## config.mk

```make
export PLATFORM = sky130hd
export DESIGN_NAME = core_decode_stage
export DESIGN_NICKNAME = d
export VERILOG_FILES = /design/src/rtl/core_decode_stage.sv
export SDC_FILE = /design/constraint.sdc
export NUM_CORES = 1
export LEC_CHECK = 0
export CORE_UTILIZATION = 50
export DETAILED_ROUTE_END_ITERATION = 8
export MAX_ROUTING_LAYER = met4
export PLACE_DENSITY_LB_ADDON = 0.25
export SETUP_SLACK_MARGIN = 0.4
export SLEW_MARGIN = 20
export SYNTH_ARGS = -nofsm -noshare
export SYNTH_HDL_FRONTEND = slang
export SYNTH_SLANG_ARGS = --single-unit
```

## constraint.sdc

```tcl
create_clock -name CLK -period 9.8 [get_ports CLK]
set_input_delay 1.96 -clock CLK [delete_from_list [all_inputs] [get_ports CLK]]
set_output_delay 1.96 -clock CLK [all_outputs]
set_load 0.02 [all_outputs]
```

## src/rtl/core_decode_stage.sv

```systemverilog
// Instruction decode stage: RV32/64 base + optional F and custom opcodes, decoded into a
// two-entry (output + skid) elastic buffer with flush and an illegal-instruction counter.
module core_decode_stage #(
  parameter int unsigned XLEN      = 32,
  parameter bit          FPU_EN    = 1'b1,
  parameter bit          CUSTOM_EN = 1'b1
) (
  input  logic            CLK,
  input  logic            RST,
  input  logic            IN_VALID,
  output logic            IN_READY,
  input  logic [31:0]     IN_INST,
  input  logic [XLEN-1:0] IN_PC,
  input  logic            FLUSH,
  output logic            OUT_VALID,
  input  logic            OUT_READY,
  output logic [XLEN-1:0] OUT_PC,
  output logic [XLEN-1:0] OUT_IMM,
  output logic [5:0]      OUT_RD,
  output logic [5:0]      OUT_RS1,
  output logic [5:0]      OUT_RS2,
  output logic [3:0]      OUT_CLASS,
  output logic [2:0]      OUT_FUNC3,
  output logic [6:0]      OUT_FUNC7,
  output logic            OUT_ILLEGAL,
  output logic [15:0]     ILL_CNT
);

  localparam logic [3:0] ClsOpImm  = 4'd0;
  localparam logic [3:0] ClsOp     = 4'd1;
  localparam logic [3:0] ClsBranch = 4'd2;
  localparam logic [3:0] ClsLoad   = 4'd3;
  localparam logic [3:0] ClsStore  = 4'd4;
  localparam logic [3:0] ClsJal    = 4'd5;
  localparam logic [3:0] ClsJalr   = 4'd6;
  localparam logic [3:0] ClsLui    = 4'd7;
  localparam logic [3:0] ClsAuipc  = 4'd8;
  localparam logic [3:0] ClsFlw    = 4'd9;
  localparam logic [3:0] ClsFsw    = 4'd10;
  localparam logic [3:0] ClsOpFp   = 4'd11;
  localparam logic [3:0] ClsCustom = 4'd12;
  localparam logic [3:0] ClsIll    = 4'd15;

  typedef enum logic [2:0] {FmtNone, FmtI, FmtS, FmtB, FmtU, FmtJ} fmt_e;
  typedef enum logic [1:0] {StEmpty, StOne, StTwo} state_e;

  typedef struct packed {
    logic [XLEN-1:0] pc;
    logic [XLEN-1:0] imm;
    logic [5:0]      rd;
    logic [5:0]      rs1;
    logic [5:0]      rs2;
    logic [3:0]      cls;
    logic [2:0]      func3;
    logic [6:0]      func7;
    logic            illegal;
  } dec_t;

  logic [6:0]  w_op;
  logic [2:0]  w_f3;
  logic [6:0]  w_f7;
  logic [6:0]  w_sh_f7;
  logic [31:0] w_imm32;
  logic [3:0]  w_cls;
  fmt_e        w_fmt;
  logic        w_bad;
  logic        w_use_rd, w_use_rs1, w_use_rs2;
  logic        w_fp_rd, w_fp_rs1, w_fp_rs2;
  dec_t        w_dec;

  assign w_op = IN_INST[6:0];
  assign w_f3 = IN_INST[14:12];
  assign w_f7 = IN_INST[31:25];
  // RV64 shifts use bit 25 as shamt[5], so only the upper six bits act as func7.
  assign w_sh_f7 = (XLEN == 64) ? {IN_INST[31:26], 1'b0} : IN_INST[31:25];

  always_comb begin
    w_cls     = ClsIll;
    w_fmt     = FmtNone;
    w_bad     = 1'b0;
    w_use_rd  = 1'b0;
    w_use_rs1 = 1'b0;
    w_use_rs2 = 1'b0;
    w_fp_rd   = 1'b0;
    w_fp_rs1  = 1'b0;
    w_fp_rs2  = 1'b0;
    // Only the IN/OUT custom opcode lacks 2'b11 in bits 1:0; anything else falls to default.
    case (w_op)
      7'b0010011: begin
        w_cls = ClsOpImm; w_fmt = FmtI; w_use_rd = 1'b1; w_use_rs1 = 1'b1;
        w_bad = (w_f3 == 3'b101) && (w_sh_f7 != 7'b0000000) && (w_sh_f7 != 7'b0100000);
      end
      7'b0110011: begin
        w_cls = ClsOp; w_use_rd = 1'b1; w_use_rs1 = 1'b1; w_use_rs2 = 1'b1;
        if (w_f7 == 7'b0100000)      w_bad = (w_f3 != 3'b000) && (w_f3 != 3'b101);
        else if (w_f7 != 7'b0000000) w_bad = 1'b1;
      end
      7'b1100011: begin
        w_cls = ClsBranch; w_fmt = FmtB; w_use_rs1 = 1'b1; w_use_rs2 = 1'b1;
        w_bad = (w_f3 == 3'b010) || (w_f3 == 3'b011);
      end
      7'b0000011: begin
        w_cls = ClsLoad; w_fmt = FmtI; w_use_rd = 1'b1; w_use_rs1 = 1'b1;
        w_bad = (w_f3 == 3'b111) || (((w_f3 == 3'b011) || (w_f3 == 3'b110)) && (XLEN != 64));
      end
      7'b0100011: begin
        w_cls = ClsStore; w_fmt = FmtS; w_use_rs1 = 1'b1; w_use_rs2 = 1'b1;
        w_bad = w_f3[2] || ((w_f3 == 3'b011) && (XLEN != 64));
      end
      7'b1101111: begin w_cls = ClsJal;   w_fmt = FmtJ; w_use_rd = 1'b1; end
      7'b1100111: begin w_cls = ClsJalr;  w_fmt = FmtI; w_use_rd = 1'b1; w_use_rs1 = 1'b1; end
      7'b0110111: begin w_cls = ClsLui;   w_fmt = FmtU; w_use_rd = 1'b1; end
      7'b0010111: begin w_cls = ClsAuipc; w_fmt = FmtU; w_use_rd = 1'b1; end
      7'b0000111: begin
        w_cls = ClsFlw; w_fmt = FmtI; w_use_rd = 1'b1; w_use_rs1 = 1'b1; w_fp_rd = 1'b1;
        w_bad = !FPU_EN;
      end
      7'b0100111: begin
        w_cls = ClsFsw; w_fmt = FmtS; w_use_rs1 = 1'b1; w_use_rs2 = 1'b1; w_fp_rs2 = 1'b1;
        w_bad = !FPU_EN;
      end
      7'b1010011: begin
        w_cls = ClsOpFp; w_use_rd = 1'b1; w_use_rs1 = 1'b1; w_use_rs2 = 1'b1;
        w_fp_rd = 1'b1; w_fp_rs1 = 1'b1; w_fp_rs2 = 1'b1;
        w_bad = !FPU_EN;
        case (w_f7)
          7'b1010000: w_fp_rd = 1'b0;
          7'b1100000: begin w_fp_rd = 1'b0; w_use_rs2 = 1'b0; end
          7'b1101000, 7'b1111000: begin w_fp_rs1 = 1'b0; w_use_rs2 = 1'b0; end
          7'b1110000, 7'b0101100: w_use_rs2 = 1'b0;
          default: ;
        endcase
      end
      7'b0001011, 7'b0000001: begin
        w_cls = ClsCustom; w_use_rd = 1'b1; w_use_rs1 = 1'b1; w_use_rs2 = 1'b1;
        w_bad = !CUSTOM_EN;
      end
      default: w_bad = 1'b1;
    endcase
  end

  always_comb begin
    w_imm32 = '0;
    unique case (w_fmt)
      FmtI:    w_imm32 = {{20{IN_INST[31]}}, IN_INST[31:20]};
      FmtS:    w_imm32 = {{20{IN_INST[31]}}, IN_INST[31:25], IN_INST[11:7]};
      FmtB:    w_imm32 = {{19{IN_INST[31]}}, IN_INST[31], IN_INST[7], IN_INST[30:25],
                          IN_INST[11:8], 1'b0};
      FmtU:    w_imm32 = {IN_INST[31:12], 12'b0};
      FmtJ:    w_imm32 = {{11{IN_INST[31]}}, IN_INST[31], IN_INST[19:12], IN_INST[20],
                          IN_INST[30:21], 1'b0};
      default: w_imm32 = '0;
    endcase
  end

  always_comb begin
    w_dec         = '0;
    w_dec.pc      = IN_PC;
    w_dec.func3   = w_f3;
    w_dec.func7   = w_f7;
    w_dec.illegal = w_bad;
    w_dec.cls     = w_bad ? ClsIll : w_cls;
    if (!w_bad) begin
      w_dec.imm = XLEN'($signed(w_imm32));
      if (w_use_rd)  w_dec.rd  = {w_fp_rd,  IN_INST[11:7]};
      if (w_use_rs1) w_dec.rs1 = {w_fp_rs1, IN_INST[19:15]};
      if (w_use_rs2) w_dec.rs2 = {w_fp_rs2, IN_INST[24:20]};
    end
  end

  state_e      r_state;
  dec_t        r_out, r_skid;
  logic        r_out_valid, r_in_ready;
  logic [15:0] r_ill_cnt;
  logic        w_accept, w_drain;

  assign w_accept = IN_VALID && r_in_ready;
  assign w_drain  = r_out_valid && OUT_READY;

  always_ff @(posedge CLK or posedge RST) begin
    if (RST) begin
      r_state     <= StEmpty;
      r_out       <= '0;
      r_skid      <= '0;
      r_out_valid <= 1'b0;
      r_in_ready  <= 1'b1;
      r_ill_cnt   <= '0;
    end else if (FLUSH) begin
      r_state     <= StEmpty;
      r_out_valid <= 1'b0;
      r_in_ready  <= 1'b1;
    end else begin
      if (w_accept && w_dec.illegal && (r_ill_cnt != 16'hFFFF)) r_ill_cnt <= r_ill_cnt + 16'd1;
      unique case (r_state)
        StEmpty: begin
          if (w_accept) begin
            r_out       <= w_dec;
            r_out_valid <= 1'b1;
            r_state     <= StOne;
          end
        end
        StOne: begin
          if (w_accept && !w_drain) begin
            r_skid     <= w_dec;
            r_in_ready <= 1'b0;
            r_state    <= StTwo;
          end else if (w_accept) begin
            r_out <= w_dec;
          end else if (w_drain) begin
            r_out_valid <= 1'b0;
            r_state     <= StEmpty;
          end
        end
        StTwo: begin
          if (w_drain) begin
            r_out      <= r_skid;
            r_in_ready <= 1'b1;
            r_state    <= StOne;
          end
        end
        default: r_state <= StEmpty;
      endcase
    end
  end

  assign IN_READY    = r_in_ready;
  assign OUT_VALID   = r_out_valid;
  assign OUT_PC      = r_out.pc;
  assign OUT_IMM     = r_out.imm;
  assign OUT_RD      = r_out.rd;
  assign OUT_RS1     = r_out.rs1;
  assign OUT_RS2     = r_out.rs2;
  assign OUT_CLASS   = r_out.cls;
  assign OUT_FUNC3   = r_out.func3;
  assign OUT_FUNC7   = r_out.func7;
  assign OUT_ILLEGAL = r_out.illegal;
  assign ILL_CNT     = r_ill_cnt;

endmodule

```

==> flow_results.xml <==
<?xml version="1.0" encoding="UTF-8"?>
<metrics>
  <group name="status">
    <metric name="outcome" unit="">complete, no violations</metric>
  </group>
  <group name="placement">
    <metric name="place.gp.congestion" unit="">0.864</metric>
    <metric name="detailedPlacementHpwl" unit="mm">16.5</metric>
    <metric name="placedInstanceArea" unit="mm2">0.0119</metric>
    <metric name="post-place-ws" unit="ps">4370</metric>
    <metric name="portBuffers" unit="">183</metric>
    <metric name="cell_count_post_placement" unit="">1397</metric>
  </group>
  <group name="critical_path">
    <metric name="type_of_the_worst_setup_path" unit="">in2reg</metric>
    <metric name="crit_fanout" unit="">20</metric>
    <metric name="cp_data_arrival_time" unit="ps">5370</metric>
    <metric name="end_kind" unit="">register</metric>
    <metric name="setup.worst_path.start" unit="">IN_INST[6]</metric>
    <metric name="critical_path.startpoint_type" unit="">input pin</metric>
    <metric name="crit_required" unit="ps">10200</metric>
    <metric name="reg2reg_from" unit="">IN_READY</metric>
  </group>
  <group name="cts">
    <metric name="htreeDepth" unit="">1</metric>
    <metric name="cts-root-buf" unit="">sky130_fd_sc_hd__clkbuf_16</metric>
    <metric name="cts_tree" unit="">built</metric>
    <metric name="cts-buffers-inserted" unit="">24</metric>
    <metric name="path_clk_slew" unit="ps">60</metric>
    <metric name="clkLatencyLatePin" unit="ps">520</metric>
    <metric name="sinks_on_the_clock_net" unit="">214</metric>
    <metric name="clk_path_buf_depth" unit="">3</metric>
    <metric name="cts.hold.buffers_added" unit="">0</metric>
    <metric name="cts_post_setup_buffers_inserted" unit="">0</metric>
    <metric name="post_cts_gate_resize_count" unit="">0</metric>
  </group>
  <group name="layout">
    <metric name="insertedDiodeCount" unit="">0</metric>
    <metric name="layout.nets" unit="">1229</metric>
    <metric name="most_frequent_cells_in_the_layout" unit="">213 x sky130_fd_sc_hd__dfrtp_1, 183 x sky130_fd_sc_hd__clkdlybuf4s50_1, 143 x sky130_fd_sc_hd__nand2_1, 86 x sky130_fd_sc_hd__a21oi_1, 83 x sky130_fd_sc_hd__nor2_1</metric>
    <metric name="most_common_cell_after_layout_fill_and_taps_aside" unit="">sky130_fd_sc_hd__dfrtp_1</metric>
    <metric name="fillerInstances" unit="">1618</metric>
    <metric name="final_cells" unit="">1441</metric>
    <metric name="layout-area-overhead-vs-synth" unit="%">27.2</metric>
    <metric name="utilization" unit="%">65.1</metric>
    <metric name="post_route_standard_cell_area_excluding_fillers" unit="mm2">0.0127</metric>
    <metric name="post_route_cells_drive_above_1_share" unit="%">9.52</metric>
  </group>
  <group name="timing">
    <metric name="rsz_0062_raised_after_global_routing" unit="">no</metric>
    <metric name="tightest_slew" unit="ps">1030</metric>
    <metric name="period_share" unit="%">50.8</metric>
    <metric name="period_needed" unit="ps">4980</metric>
    <metric name="fin_setup_tns" unit="ps">0</metric>
    <metric name="fmax" unit="MHz">201</metric>
    <metric name="final-max-slew-violation-count" unit="">0</metric>
    <metric name="worst_slack" unit="ps">4820</metric>
    <metric name="fin_hold_ws" unit="ps">469</metric>
    <metric name="setup_violations" unit="">0</metric>
    <metric name="timing.max_slew.rel_slack" unit="%">30.8</metric>
    <metric name="finalHoldViolCount" unit="">0</metric>
    <metric name="worst_clock_skew" unit="ps">7.98</metric>
  </group>
  <group name="logic_synthesis">
    <metric name="asr_flop_ratio_synth" unit="%">100</metric>
    <metric name="post_synth_instance_area" unit="mm2">0.00999</metric>
    <metric name="synth.yosys.warnings" unit="">0</metric>
    <metric name="number_of_flip_flops_and_latches_in_the_synthesized_netlist" unit="">214</metric>
    <metric name="synth_top_area_share" unit="%">53.4</metric>
    <metric name="avgSynthCellArea" unit="um2">9.77</metric>
    <metric name="syn-instance-count" unit="">1023</metric>
    <metric name="postSynthNetCount" unit="">1093</metric>
    <metric name="synth_ff_type" unit="">sky130_fd_sc_hd__dfrtp_1</metric>
    <metric name="synthTopCellsByArea" unit="">sky130_fd_sc_hd__dfrtp_1 53%, sky130_fd_sc_hd__nand2_1 5.4%, sky130_fd_sc_hd__mux2_2 5.1%</metric>
    <metric name="number_of_flops_mapped_to_enable_cells_by_yosys" unit="">0</metric>
    <metric name="synthDominantAreaCellType" unit="">sky130_fd_sc_hd__dfrtp_1</metric>
    <metric name="synth_sequential_area_ratio" unit="%">53.6</metric>
    <metric name="yosys.cell_types.count" unit="">65</metric>
  </group>
  <group name="floorplan">
    <metric name="dieArea" unit="mm2">0.0206</metric>
    <metric name="top_level_ports" unit="">184</metric>
    <metric name="floorplan.initialDensity" unit="%">51.2</metric>
    <metric name="core_area" unit="mm2">0.0195</metric>
    <metric name="die_height" unit="um">143</metric>
    <metric name="die_x" unit="um">143</metric>
    <metric name="num_rows" unit="">51</metric>
  </group>
  <group name="grt">
    <metric name="grt_pass1_vias" unit="">7575</metric>
    <metric name="grt_overflow" unit="">0</metric>
    <metric name="track_usage" unit="%">26.2</metric>
    <metric name="grt_pass1_wl" unit="mm">41.0</metric>
    <metric name="grt_max_degree" unit="">137</metric>
    <metric name="grt_antenna_before_repair" unit="">0</metric>
  </group>
  <group name="run">
    <metric name="max_cap_viol" unit="">0</metric>
  </group>
  <group name="hold_path">
    <metric name="min_path_type" unit="">reg2reg</metric>
    <metric name="worstHoldStart" unit="">r_skid[24]</metric>
  </group>
  <group name="detailed_routing">
    <metric name="route.detailed.wl_per_inst" unit="um">18.1</metric>
    <metric name="detailedRoute.firstIterationViolations" unit="">697</metric>
    <metric name="drt.antenna.violating_nets" unit="">0</metric>
    <metric name="drt_wl_total" unit="mm">26.1</metric>
    <metric name="vias" unit="">8221</metric>
    <metric name="detail_route.drc_violations" unit="">0</metric>
    <metric name="first_pass_iters" unit="">5</metric>
    <metric name="vias_per_cell" unit="">5.71</metric>
  </group>
  <group name="pwr">
    <metric name="powerDensity" unit="mW/mm2">230</metric>
    <metric name="finalPower" unit="mW">2.92</metric>
    <metric name="ir_drop" unit="V">0.000159</metric>
    <metric name="p_leak" unit="nW">5.58</metric>
  </group>
</metrics>
## final cells by class
class | instances | area (um2) | area share, %
repair buffers | 194 | 1930 | 15.2
clock inverters | 7 | 73.8 | 0.581
flip-flops and latches | 214 | 5360 | 42.1
multi-input cells | 702 | 4230 | 33.3
well taps | 265 | 332 | 2.61
clock buffers | 36 | 696 | 5.47
inverters | 23 | 93.8 | 0.738
## final timing paths
check | to | slack (ps) | cells after the start
min reg2reg | r_skid[24] | 470 | 2
max in group asynchronous | r_skid[69] | 6500 | 3
min in group asynchronous | OUT_RS1[5] | 2060 | 2
max reg2reg | OUT_IMM[25] | 6810 | 7
min | r_skid[24] | 470 | 2
max | ILL_CNT[2] | 4820 | 7
## sequential cells by signal, summed over array words and instances, names as in the netlist
name and cells:
r_skid 97, OUT_RS2 6, OUT_RD 6, OUT_FUNC3 3, OUT_CLASS 4, OUT_VALID 1, r_state 2, OUT_ILLEGAL 1
ILL_CNT 16, OUT_FUNC7 7, OUT_RS1 6, OUT_IMM 32, OUT_PC 32, IN_READY 1
## cells by family (layout without fill, tap and decap cells)
| group | Yosys count | count (layout) | synth area share [%] |
|---|---|---|---|
| adder cells (fa/ha/maj) | 2 | 2 | 0.225 |
| AND/OR/NAND/NOR | 363 | 363 | 17.2 |
| AO/OA/AOI/OAI | 272 | 272 | 17.8 |
| multiplexers | 46 | 46 | 5.18 |
| buffers and inverters | 107 | 260 | 4.32 |
| XOR/XNOR | 19 | 19 | 1.67 |
| flip-flops | 214 | 214 | 53.6 |
## synthesized netlist by cell type (7+ instances only)
| library cell | number |
|---|---|
| sky130_fd_sc_hd__or3_1 | 8 |
| sky130_fd_sc_hd__and3_1 | 40 |
| sky130_fd_sc_hd__dfrtp_1 | 213 |
| sky130_fd_sc_hd__nand2_1 | 144 |
| sky130_fd_sc_hd__xnor2_1 | 12 |
| sky130_fd_sc_hd__o21ai_0 | 37 |
| sky130_fd_sc_hd__nor3_1 | 14 |
| sky130_fd_sc_hd__nand4_1 | 10 |
| sky130_fd_sc_hd__a21oi_1 | 87 |
| sky130_fd_sc_hd__buf_2 | 12 |
| sky130_fd_sc_hd__inv_1 | 23 |
| sky130_fd_sc_hd__a31oi_1 | 38 |
| sky130_fd_sc_hd__a221o_1 | 8 |
| sky130_fd_sc_hd__nor2_1 | 83 |
| sky130_fd_sc_hd__clkbuf_1 | 64 |
| sky130_fd_sc_hd__nand3_1 | 27 |
| sky130_fd_sc_hd__mux2_2 | 45 |
| sky130_fd_sc_hd__a22o_1 | 12 |
| sky130_fd_sc_hd__o31ai_1 | 50 |
| sky130_fd_sc_hd__xor2_1 | 7 |
## layer usage
layer | share of wire, % | track usage, % | vias to the layer above
met5 | 0 | - | -
met4 | 0.97 | 5.15 | 0
met3 | 6.0 | 3.77 | 17
met2 | 49 | 41.8 | 266
met1 | 44 | 35.8 | 4020
li1 | - | - | 3918
## where the power goes
group	leakage [nW]	internal [mW]	switching (mW)
clock	0.377	0.517	0.351
sequential	2.73	1.11	0.129
combinational	2.47	0.388	0.429
total	5.58	2.01	0.909
## worst max-delay path, stage by stage
cell and delay (ps):
sky130_fd_sc_hd__clkdlybuf4s50_1 930, sky130_fd_sc_hd__inv_1 230, sky130_fd_sc_hd__or4_1 570, sky130_fd_sc_hd__a311oi_2 450, sky130_fd_sc_hd__or3_1 640, sky130_fd_sc_hd__and3_1 260, sky130_fd_sc_hd__mux2_1 320
No activity file was read; power rests on OpenSTA's default activity.
